[src/rtl/seq_normalizer.sv]
// Multi-cycle leading-zero normalizer: one binary-search stage per cycle, valid/ready on both sides.
// Define SEQ_NORM_SIGNED_EN to add the signed_mode input (redundant-sign-bit normalization).
module seq_normalizer #(
   parameter int W     = 8,
   parameter int LOG2W = 3
) (
   input  logic             clk,
   input  logic             rst,
   input  logic             in_valid,
   output logic             in_ready,
   input  logic [W-1:0]     in_data,
`ifdef SEQ_NORM_SIGNED_EN
   input  logic             signed_mode,
`endif
   output logic             out_valid,
   input  logic             out_ready,
   output logic [W-1:0]     out_data,
   output logic [LOG2W-1:0] out_shamt,
   output logic             out_zero
);

   localparam int SW = (LOG2W > 1) ? $clog2(LOG2W) : 1;

   typedef enum logic [1:0] {IDLE, SHIFT, DONE} state_t;

   state_t           state_q, state_d;
   logic [W-1:0]     data_q, data_d;
   logic [LOG2W-1:0] shamt_q, shamt_d;
   logic [SW-1:0]    stage_q, stage_d;
   logic             zero_q, zero_d;
`ifdef SEQ_NORM_SIGNED_EN
   logic             signed_q, signed_d;
`endif

   // Per-stage candidate: shift amount k=2^gi, the shifted operand and whether the shift is legal.
   logic [W-1:0]     shifted   [LOG2W];
   logic [LOG2W-1:0] step_amt  [LOG2W];
   logic [LOG2W-1:0] stage_hit;

   generate
      for (genvar gi = 0; gi < LOG2W; gi++) begin : g_stage
         localparam int K = 2 ** gi;
         logic top_zero;
         assign top_zero      = ~|data_q[W-1 -: K];
         assign shifted[gi]   = data_q << K;
         assign step_amt[gi]  = LOG2W'(K);
`ifdef SEQ_NORM_SIGNED_EN
         // Signed: the top K+1 bits are all copies of the sign, so K of them are redundant.
         logic top_same;
         assign top_same      = (&data_q[W-1 -: K+1]) | ~(|data_q[W-1 -: K+1]);
         assign stage_hit[gi] = signed_q ? top_same : top_zero;
`else
         assign stage_hit[gi] = top_zero;
`endif
      end
   endgenerate

   always_ff @(posedge clk) begin
      if (rst) begin
         state_q  <= IDLE;
         data_q   <= '0;
         shamt_q  <= '0;
         stage_q  <= '0;
         zero_q   <= 1'b0;
`ifdef SEQ_NORM_SIGNED_EN
         signed_q <= 1'b0;
`endif
      end else begin
         state_q  <= state_d;
         data_q   <= data_d;
         shamt_q  <= shamt_d;
         stage_q  <= stage_d;
         zero_q   <= zero_d;
`ifdef SEQ_NORM_SIGNED_EN
         signed_q <= signed_d;
`endif
      end
   end

   always_comb begin
      state_d  = state_q;
      data_d   = data_q;
      shamt_d  = shamt_q;
      stage_d  = stage_q;
      zero_d   = zero_q;
`ifdef SEQ_NORM_SIGNED_EN
      signed_d = signed_q;
`endif
      case (state_q)
         IDLE: begin
            if (in_valid) begin
               data_d   = in_data;
               shamt_d  = '0;
               stage_d  = SW'(LOG2W - 1);
               zero_d   = (in_data == '0);
`ifdef SEQ_NORM_SIGNED_EN
               signed_d = signed_mode;
`endif
               state_d  = SHIFT;
            end
         end
         SHIFT: begin
            for (int i = 0; i < LOG2W; i++) begin
               if (stage_q == SW'(i) && stage_hit[i]) begin
                  data_d  = shifted[i];
                  shamt_d = shamt_q + step_amt[i];
               end
            end
            if (stage_q == '0) begin
               state_d = DONE;
            end else begin
               stage_d = stage_q - 1'b1;
            end
         end
         DONE: begin
            if (out_ready) begin
               state_d = IDLE;
            end
         end
         default: state_d = IDLE;
      endcase
   end

   // in_ready is masked by rst so nothing is handshaken during a reset cycle.
   assign in_ready  = (state_q == IDLE) && !rst;
   assign out_valid = (state_q == DONE);
   assign out_data  = data_q;
   assign out_shamt = shamt_q;
   assign out_zero  = zero_q;

endmodule

[config.mk]
export PLATFORM = sky130hd
export DESIGN_NAME = seq_normalizer
export DESIGN_NICKNAME = d
export VERILOG_FILES = /design/src/rtl/seq_normalizer.sv
export SDC_FILE = /design/constraint.sdc
export NUM_CORES = 1
export LEC_CHECK = 0
export ABC_AREA = 1
export CAP_MARGIN = 25
export CORE_MARGIN = 1.5
export CORE_UTILIZATION = 35
export CTS_CLUSTER_DIAMETER = 200
export DETAILED_ROUTE_END_ITERATION = 10
export GPL_ROUTABILITY_DRIVEN = 1
export MAX_ROUTING_LAYER = met4
export PLACE_DENSITY = 0.7
export SLEW_MARGIN = 20
export SYNTH_ARGS = -nofsm -noshare
export SYNTH_HDL_FRONTEND = slang
export SYNTH_SLANG_ARGS = --single-unit
[constraint.sdc]
create_clock -name clk -period 4.4 [get_ports clk]
set_input_delay 0.44 -clock clk [delete_from_list [all_inputs] [get_ports clk]]
set_output_delay 0.44 -clock clk [all_outputs]
set_load 0.01 [all_outputs]
==> results of run 1 <==
-- worst max path at each step --
| stage | end | slack (ns) | cells after the start |
|---|---|---|---|
| after floorplan | out_data[4] | 3.01 | 11 |
| after CTS | in_ready | 2.30 | 3 |
| after global routing | in_ready | 2.23 | 3 |
| after detailed placement | in_ready | 2.31 | 3 |
| final | in_ready | 2.31 | 3 |
| after global placement | in_ready | 2.32 | 3 |
-- cells by family after synthesis --
logic type | count (synthesis)
simple gates | 101
fa+ha+maj | 4
flops | 16
xor+xnor | 2
compound gates | 21
buf+inv | 21
-- sequential cells by signal (all words and copies together) (netlist names) --
register   cells
out_shamt      3
out_data       8
out_zero       1
stage_q        2
state_q        2
-- final cells by class --
cell class / instances / area (µm²)
Multi-Input combinational cell: 128 / 644
Tap cell: 31 / 38.8
Fill cell: 285 / 1480
Clock buffer: 4 / 36.3
Inverter: 17 / 63.8
Timing Repair Buffer: 25 / 250
Sequential cell: 16 / 320
-- worst min-delay path, cell delays in order, from the launching register on --
cell and delay, ns:
dfxtp_1 0.32, inv_1 0.09, a221oi_1 0.08
-- metrics by stage --
stage	setup slack [ns]	hold slack, ns	util	cells
2_1_floorplan	3.01	0.488	-	165
3_3_place_gp	2.32	0.532	0.466	217
3_5_place_dp	2.31	0.528	0.466	217
6_report	2.31	0.543	0.479	221
5_1_grt	2.23	0.594	0.479	221
4_1_cts	2.30	0.546	0.479	221
-- power breakdown --
part           internal (mW)  switching [mW]
registers              0.162          0.0182
logic                 0.0714          0.0834
clock network         0.0506          0.0561
-- layout by cell type, fill, tap and decap left out --
master / instances
clkdlybuf4s50_1: 25
o21ai_1: 7
xnor2_1: 1
clkbuf_8: 1
a21oi_1: 5
xor2_1: 1
nand4_1: 1
ha_1: 4
a211oi_1: 1
inv_1: 13
nand3_1: 5
nand2_2: 6
inv_2: 4
nor4_1: 2
a21oi_2: 2
a221oi_1: 1
nand3_4: 2
nand2_1: 53
dfxtp_1: 16
clkbuf_4: 3
nor2_2: 1
nor2_1: 28
nor2_4: 1
nor3_1: 1
o21ai_2: 1
nand2_4: 1
o21ai_0: 4
-- metal layers --
metal | wire length, µm | up-vias
li1 | - | 568
met1 | 1130 | 464
met2 | 1120 | 32
met3 | 149 | 4
met4 | 31 | 0
met5 | 0 | -
==> impl_metrics.env, run 1 <==
export IMPL_status="finished with violations"
export IMPL_violations="design-rule violations"
export IMPL_max_stage_delay_ns=0.54
export IMPL_gr_usage_met2=0.253
export IMPL_place_area_mm2=0.00132
export IMPL_syn_nets=181
export IMPL_min_delay_start="stage_q[1]"
export IMPL_wl_um=2430
export IMPL_yosys_area_share_simple=0.425
export IMPL_die_height_um=58.3
export IMPL_syn_area_mm2=0.00107
export IMPL_path_max_fanout=7
export IMPL_final_cell_area_mm2=0.00135
export IMPL_hold_path_class="flip-flop to flip-flop"
export IMPL_worstPathArrival_ns=1.65
export IMPL_synth_distinct_cells=27
export IMPL_post_drt_wl_per_cell_um=11.0
export IMPL_cts_hold_buf=0
export IMPL_setup_violations=0
export IMPL_gr_usage_met1=0.214
export IMPL_yosysTopAreaCellShare=0.300
export IMPL_grt_pass1_vias=928
export IMPL_clockRootBuffer="clkbuf_4"
export IMPL_synthXorXnorAreaFrac=0.0164
export IMPL_synth_top_family_by_area="simple AND/OR/NAND/NOR gates"
export IMPL_cp_cell_sequence="clkdlybuf4s50_1, nor2_1, clkdlybuf4s50_1"
export IMPL_critPathBufInv=2
export IMPL_h_tree_depth=1
export IMPL_clock_sinks=16
export IMPL_port_buffers=25
export IMPL_avgSynthCellArea_um2=6.48
export IMPL_worst_path_most_repeated_cell="clkdlybuf4s50_1"
export IMPL_max_slew_margin_rel=0.739
export IMPL_hold_depth=2
export IMPL_grt_pass1_wl_um=4130
export IMPL_p_per_area_mw_per_mm2=326
export IMPL_synth_most_common_cell="nand2_1"
export IMPL_grt_max_degree=15
export IMPL_layout_nets=207
export IMPL_finalMaxSlewViolations=0
export IMPL_place_gp_congestion=0.813
export IMPL_antenna_found_initial=0
export IMPL_cap_violations=0
export IMPL_cp_startpoint="rst"
export IMPL_top_level_ports=26
export IMPL_ys_seq_elements=16
export IMPL_cp_end_kind="output port"
export IMPL_drc=2
export IMPL_synth_ff_type="dfxtp_1"
export IMPL_min_to="stage_q[1]"
export IMPL_grt_overflow=0
export IMPL_cts_setup_buffers=0
export IMPL_clock_path_buffers=2
export IMPL_crit_type="input port to output port"
export IMPL_initial_utilization=0.378
export IMPL_finalPower_mw=0.441
export IMPL_grt_usage=0.167
export IMPL_num_vias=1068
export IMPL_layout_min_cycle_time_ns=2.09
export IMPL_finClkSkew_ns=0.00406
export IMPL_worstPathRequired_ns=3.96
export IMPL_grt_util_met3=0.0536
export IMPL_seq_area_frac_synth=0.300
export IMPL_cts_made_buffers=3
export IMPL_clkLatencyLatePin_ns=0.31
export IMPL_die_x_um=58.3
export IMPL_avgViaCountPerCell=4.83
export IMPL_synth_cells=165
export IMPL_reg2reg_to="out_shamt[1]"
export IMPL_area_growth_pct=26.7
export IMPL_tightest_slew_ns=0.391
export IMPL_cp_start_kind="input port"
export IMPL_drt_initial_drc_count=40
export IMPL_drtAntennaViolNets=0
export IMPL_num_antenna_cells=0
export IMPL_r2r_setup_slack_ns=2.83
export IMPL_fmax_mhz=479
export IMPL_grt_setup_unrepaired="false"
export IMPL_synth_edf_count=0
export IMPL_placementRows=19
export IMPL_p_leak_nw=0.602
export IMPL_post_dp_hpwl_um=1830
export IMPL_yosysTopAreaCell="dfxtp_1"
export IMPL_drive_above_1_share=0.116
export IMPL_post_cts_resized=0
export IMPL_synth_commonest_cells="nand2_1, nor2_1, dfxtp_1, inv_1, o21ai_1"
export IMPL_synth_warnings=0
export IMPL_hold_viol_final=0
export IMPL_ir_worst_vdd_uv=229
export IMPL_dr_pass1_iters=7
export IMPL_synthMuxAreaShare=0
export IMPL_regToRegStartpoint="stage_q[1]"
export IMPL_die_area_mm2=0.00339
export IMPL_reg2reg_depth=9
export IMPL_critPathSlowestCell="clkdlybuf4s50_1"
export IMPL_synth_adder_area_share=0.0468
export IMPL_path_clk_slew_ns=0.10
export IMPL_cts_tree="built"
export IMPL_synth_compound_area_frac=0.115
export IMPL_busiest_layer="met2"
export IMPL_finalCritPeriodShare=0.474
export IMPL_core_area_mm2=0.00283
export IMPL_synth_area_leaders="dfxtp_1, nand2_1, nor2_1"
export IMPL_cpLargestDelayFamily="buffers and inverters"
export IMPL_setup_tns_ns=0
export IMPL_async_flop_share=0
(Power assumes the default switching activity.)
==> run 2: changes to the inputs <==
- clock period: 4.4 -> 2.2 ns (I/O delays scaled with it)
==> run 2 against run 1 <==
Compared with the run above:
- the flow still finishes with violations (design-rule violations)
- wire length fell by 1.7%
- clock skew increased by 0.00064 ns
- sequential power is 99% higher
- cell area did not move
- first-iteration DRC count shrank 13%
- sequential share of layout area unchanged
- clock power grew 91%
- utilization unchanged
- critical path depth unchanged
- clock-buffer cell count is the same
- global-route usage is 0.73 points lower
- largest cell class unchanged
==> impl_metrics.env, run 2 (same netlist as run 1, synthesis figures left out) <==
export IMPL_avgViaCountPerCell=4.77
export IMPL_setup_violations=0
export IMPL_finClkSkew_ns=0.00470
export IMPL_clkLatencyLatePin_ns=0.30
export IMPL_die_area_mm2=0.00339
export IMPL_utilization=0.479
export IMPL_post_cts_resized=0
export IMPL_cts_made_buffers=3
export IMPL_crit_type="input port to output port"
export IMPL_grt_pass1_wl_um=4020
export IMPL_clockRootBuffer="clkbuf_4"
export IMPL_drt_initial_drc_count=35
export IMPL_core_area_mm2=0.00283
export IMPL_grt_usage=0.159
export IMPL_initial_utilization=0.378
export IMPL_grt_max_degree=15
export IMPL_drive_above_1_share=0.116
export IMPL_layout_min_cycle_time_ns=1.65
export IMPL_setup_slack_ns=0.548
export IMPL_ir_worst_vdd_uv=410
export IMPL_path_max_fanout=7
export IMPL_reg2reg_depth=10
export IMPL_multi_input_area_um2=644
export IMPL_clock_path_buffers=2
export IMPL_post_drt_wl_per_cell_um=10.8
export IMPL_dr_pass1_iters=7
export IMPL_grt_setup_unrepaired="false"
export IMPL_worstPathArrival_ns=1.43
export IMPL_p_per_area_mw_per_mm2=645
export IMPL_final_cell_area_mm2=0.00135
export IMPL_drtAntennaViolNets=0
export IMPL_h_tree_depth=1
export IMPL_port_buffers=25
export IMPL_finalMaxSlewViolations=0
export IMPL_cts_tree="built"
export IMPL_drc=2
export IMPL_final_cell_mix="nand2_1, nor2_1, clkdlybuf4s50_1"
export IMPL_path_clk_slew_ns=0.10
export IMPL_grt_pass1_vias=902
export IMPL_hold_ws_ns=0.541
export IMPL_place_ws_ns=0.551
export IMPL_place_gp_congestion=0.811
export IMPL_mostFrequentLayoutCell="nand2_1"
export IMPL_die_x_um=58.3
export IMPL_setup_tns_ns=0
export IMPL_die_height_um=58.3
export IMPL_num_antenna_cells=0
export IMPL_violations="design-rule violations"
export IMPL_cts_setup_buffers=0
export IMPL_grt_overflow=0
export IMPL_place_area_mm2=0.00132
export IMPL_top_level_ports=26
export IMPL_placementRows=19
export IMPL_finalCritPeriodShare=0.751
export IMPL_cap_violations=0
export IMPL_p_leak_nw=0.602
export IMPL_wl_um=2390
export IMPL_finalPower_mw=0.873
export IMPL_cp_end_kind="output port"
export IMPL_antenna_found_initial=0
export IMPL_numPlacedInstances=217
export IMPL_stdcell_count=221
export IMPL_n_fill_cell=288
export IMPL_worstPathRequired_ns=1.98
export IMPL_layout_nets=207
export IMPL_tightest_slew_ns=0.422
export IMPL_cts_hold_buf=0
export IMPL_hold_viol_final=0
export IMPL_cp_start_kind="input port"
export IMPL_post_dp_hpwl_um=1810
export IMPL_hold_depth=2
export IMPL_seq_area_um2=320
export IMPL_status="finished with violations"
export IMPL_clock_sinks=16
export IMPL_num_vias=1055
export IMPL_fmax_mhz=605
export IMPL_area_growth_pct=26.7
export IMPL_hold_path_class="flip-flop to flip-flop"
export IMPL_max_slew_margin_rel=0.718
export IMPL_largest_reg_flops=8
-- run 2: cell counts in the layout (fill, tap and decap cells not counted) --
Identical to the previous run, type by type.
-- run 2: worst paths after layout --
path	from	end	slack (ns)
setup / recovery	rst	in_ready	0.55
hold / removal	out_shamt[1]	out_shamt[1]	0.54
setup reg to reg	stage_q[1]	out_data[2]	0.61
hold reg to reg	out_shamt[1]	out_shamt[1]	0.54
-- run 2: where the power goes --
group          switching [mW]  total (mW)  internal (mW)
logic                   0.167       0.310          0.143
clock network           0.103       0.204          0.101
registers              0.0362       0.359          0.323
-- run 2: critical path, cell delays in order --
cell and delay, ns:
clkdlybuf4s50_1 0.53, nor2_1 0.15, clkdlybuf4s50_1 0.54
-- run 2: layout make-up --
class / instances / area share
multi-input combinational: 128 / 0.476
clock buffer: 4 / 0.0268
inverter: 17 / 0.0471
sequential: 16 / 0.237
tap: 31 / 0.0287
timing repair buffer: 25 / 0.185
-- run 2: metal layers --
| layer | vias up | GRT usage | share of wire |
|---|---|---|---|
| li1 | 568 | - | - |
| met1 | 454 | 0.198 | 0.49 |
| met2 | 29 | 0.256 | 0.44 |
| met3 | 4 | 0.0491 | 0.061 |
| met4 | 0 | 0.0299 | 0.0092 |
| met5 | - | - | 0 |
==> run 3: changes to the inputs <==
- PLACE_DENSITY: 0.7 -> 0.72
- clock period: 2.2 -> 1.39 ns (I/O delays scaled with it)
==> run 3 against run 2 <==
Compared with the run above:
- largest cell class unchanged
- the flow now finishes without violations
- register-to-register slack got worse by 0.60 ns
- highest routed layer unchanged
- clock-buffer cell count fell by 1
- flip-flop and latch count did not move
- first-iteration DRC count rose by 40%
- sequential share of layout area fell by 2.3 points
==> impl_metrics.env, run 3 (same netlist as run 1, synthesis figures left out) <==
export IMPL_cap_violations=0
export IMPL_largest_reg_flops=8
export IMPL_p_per_area_mw_per_mm2=921
export IMPL_cp_end_kind="flip-flop"
export IMPL_p_leak_nw=0.767
export IMPL_drtAntennaViolNets=0
export IMPL_finalPower_mw=1.45
export IMPL_max_stage_delay_ns=0.39
export IMPL_drc=0
export IMPL_multi_input_area_um2=719
export IMPL_antenna_found_initial=0
export IMPL_grt_setup_unrepaired="true"
export IMPL_hold_path_class="input port to flip-flop"
export IMPL_min_delay_start="out_ready"
export IMPL_fmax_mhz=723
export IMPL_tightest_slew_ns=0.441
export IMPL_mostFrequentLayoutCell="nand2_1"
export IMPL_setup_tns_ns=0
export IMPL_cp_cell_sequence="inv_4, ha_4, inv_2, nor2_2, a21oi_2, nand3_4, buf_6, nand4_1, a21oi_2"
export IMPL_cts_hold_buf=0
export IMPL_cp_start_kind="flip-flop"
export IMPL_cts_tree="built"
export IMPL_worstPathArrival_ns=1.58
export IMPL_initial_utilization=0.378
export IMPL_post_drt_wl_per_cell_um=11.3
export IMPL_dr_pass1_iters=4
export IMPL_grt_overflow=0
export IMPL_crit_type="flip-flop to flip-flop"
export IMPL_die_x_um=58.3
export IMPL_finClkSkew_ns=0.000405
export IMPL_n_fill_cell=269
export IMPL_layout_nets=226
export IMPL_place_area_mm2=0.00145
export IMPL_reg2reg_depth=9
export IMPL_clockRootBuffer="clkbuf_4"
export IMPL_place_gp_congestion=0.865
export IMPL_seq_area_um2=335
export IMPL_path_max_fanout=8
export IMPL_area_growth_pct=47.2
export IMPL_drive_above_1_share=0.298
export IMPL_die_area_mm2=0.00339
export IMPL_min_to="state_q[1]"
export IMPL_setup_violations=0
export IMPL_grt_max_degree=9
export IMPL_final_cell_area_mm2=0.00157
export IMPL_worstPathRequired_ns=1.59
export IMPL_top_level_ports=26
export IMPL_post_dp_hpwl_um=2020
export IMPL_critPathSlowestCell="dfxtp_4"
export IMPL_clock_path_buffers=2
export IMPL_cts_made_buffers=3
export IMPL_layout_min_cycle_time_ns=1.38
export IMPL_path_clk_slew_ns=0.10
export IMPL_status="finished, final reports clean"
export IMPL_drt_initial_drc_count=49
export IMPL_regToRegStartpoint="stage_q[0]"
export IMPL_worst_path_most_repeated_cell="a21oi_2"
export IMPL_hold_depth=4
export IMPL_num_vias=1156
export IMPL_avgViaCountPerCell=4.84
export IMPL_grt_usage=0.179
export IMPL_port_buffers=25
export IMPL_final_cell_mix="nand2_1, nor2_1, clkdlybuf4s50_1, buf_4, inv_1"
export IMPL_ir_worst_vdd_uv=510
export IMPL_reg2reg_to="out_data[0]"
export IMPL_finalCritPeriodShare=0.994
export IMPL_grt_pass1_vias=1047
export IMPL_placementRows=19
export IMPL_grt_pass1_wl_um=4470
export IMPL_core_area_mm2=0.00283
export IMPL_die_height_um=58.3
export IMPL_clock_sinks=16
export IMPL_h_tree_depth=1
export IMPL_finalMaxSlewViolations=0
export IMPL_clkLatencyLatePin_ns=0.30
export IMPL_num_antenna_cells=0
export IMPL_max_slew_margin_rel=0.706
export IMPL_wl_um=2700
export IMPL_hold_viol_final=0
export IMPL_r2r_setup_slack_ns=0.008
## run 3: layout make-up
cell class,count,area share
clock buffers,3,0.0143
inverters,17,0.0422
multi-input cells,129,0.457
flip-flops and latches,16,0.213
well taps,31,0.0247
repair buffers,43,0.248
## run 3: routing by layer
| metal | part of all wire | wire, µm | global-route usage | vias to the layer above |
|---|---|---|---|---|
| met1 | 0.44 | 1180 | 0.214 | 506 |
| met2 | 0.49 | 1320 | 0.295 | 30 |
| met5 | 0 | 0 | - | - |
| met4 | 0.029 | 78 | 0.0897 | 0 |
| met3 | 0.043 | 117 | 0.0201 | 7 |
| li1 | - | - | - | 613 |
## run 3: worst max path at each step
stage / startpoint / slack (ns) / depth (start not counted) / end
floorplan: stage_q[0] / 0.003 / 11 / out_data[4]
global placement: stage_q[0] / -0.002 / 10 / out_data[7]
detailed placement: stage_q[0] / -0.05 / 10 / out_data[7]
CTS: stage_q[0] / -0.006 / 10 / out_data[7]
global route: stage_q[0] / -0.08 / 10 / out_shamt[2]
finish: stage_q[0] / 0.008 / 9 / out_data[0]
## run 3: repair_timing
action | CTS | global route
pin swaps | 2 | 13
gates cloned | 1 | 0
setup buffers | 0 | 1
setup endpoints to repair | 21 | 16
gates resized for setup | 20 | 18
## run 3: metrics by stage
step            util  setup WS [ns]  hold WS, ns  instances
2_1_floorplan      -        0.00268        0.201        165
3_3_place_gp   0.511       -0.00246        0.528        234
3_5_place_dp   0.511        -0.0524        0.535        234
4_1_cts        0.533       -0.00612        0.473        238
5_1_grt        0.556        -0.0762        0.496        239
6_report       0.556        0.00767        0.470        239
## run 3: power by group
part,switching (mW),internal (mW)
registers,0.0538,0.518
logic,0.320,0.293
clock network,0.163,0.101
total,0.536,0.912
## run 3: worst max-delay path, delay by kind of cell (launching register included)
family                     cells  cell delay (ns)
buffers and inverters          3             0.26
adders and majority gates      1             0.15
AOI/OAI and AO/OA              2             0.19
and+or+nand+nor                3             0.29
DFF                            1             0.39
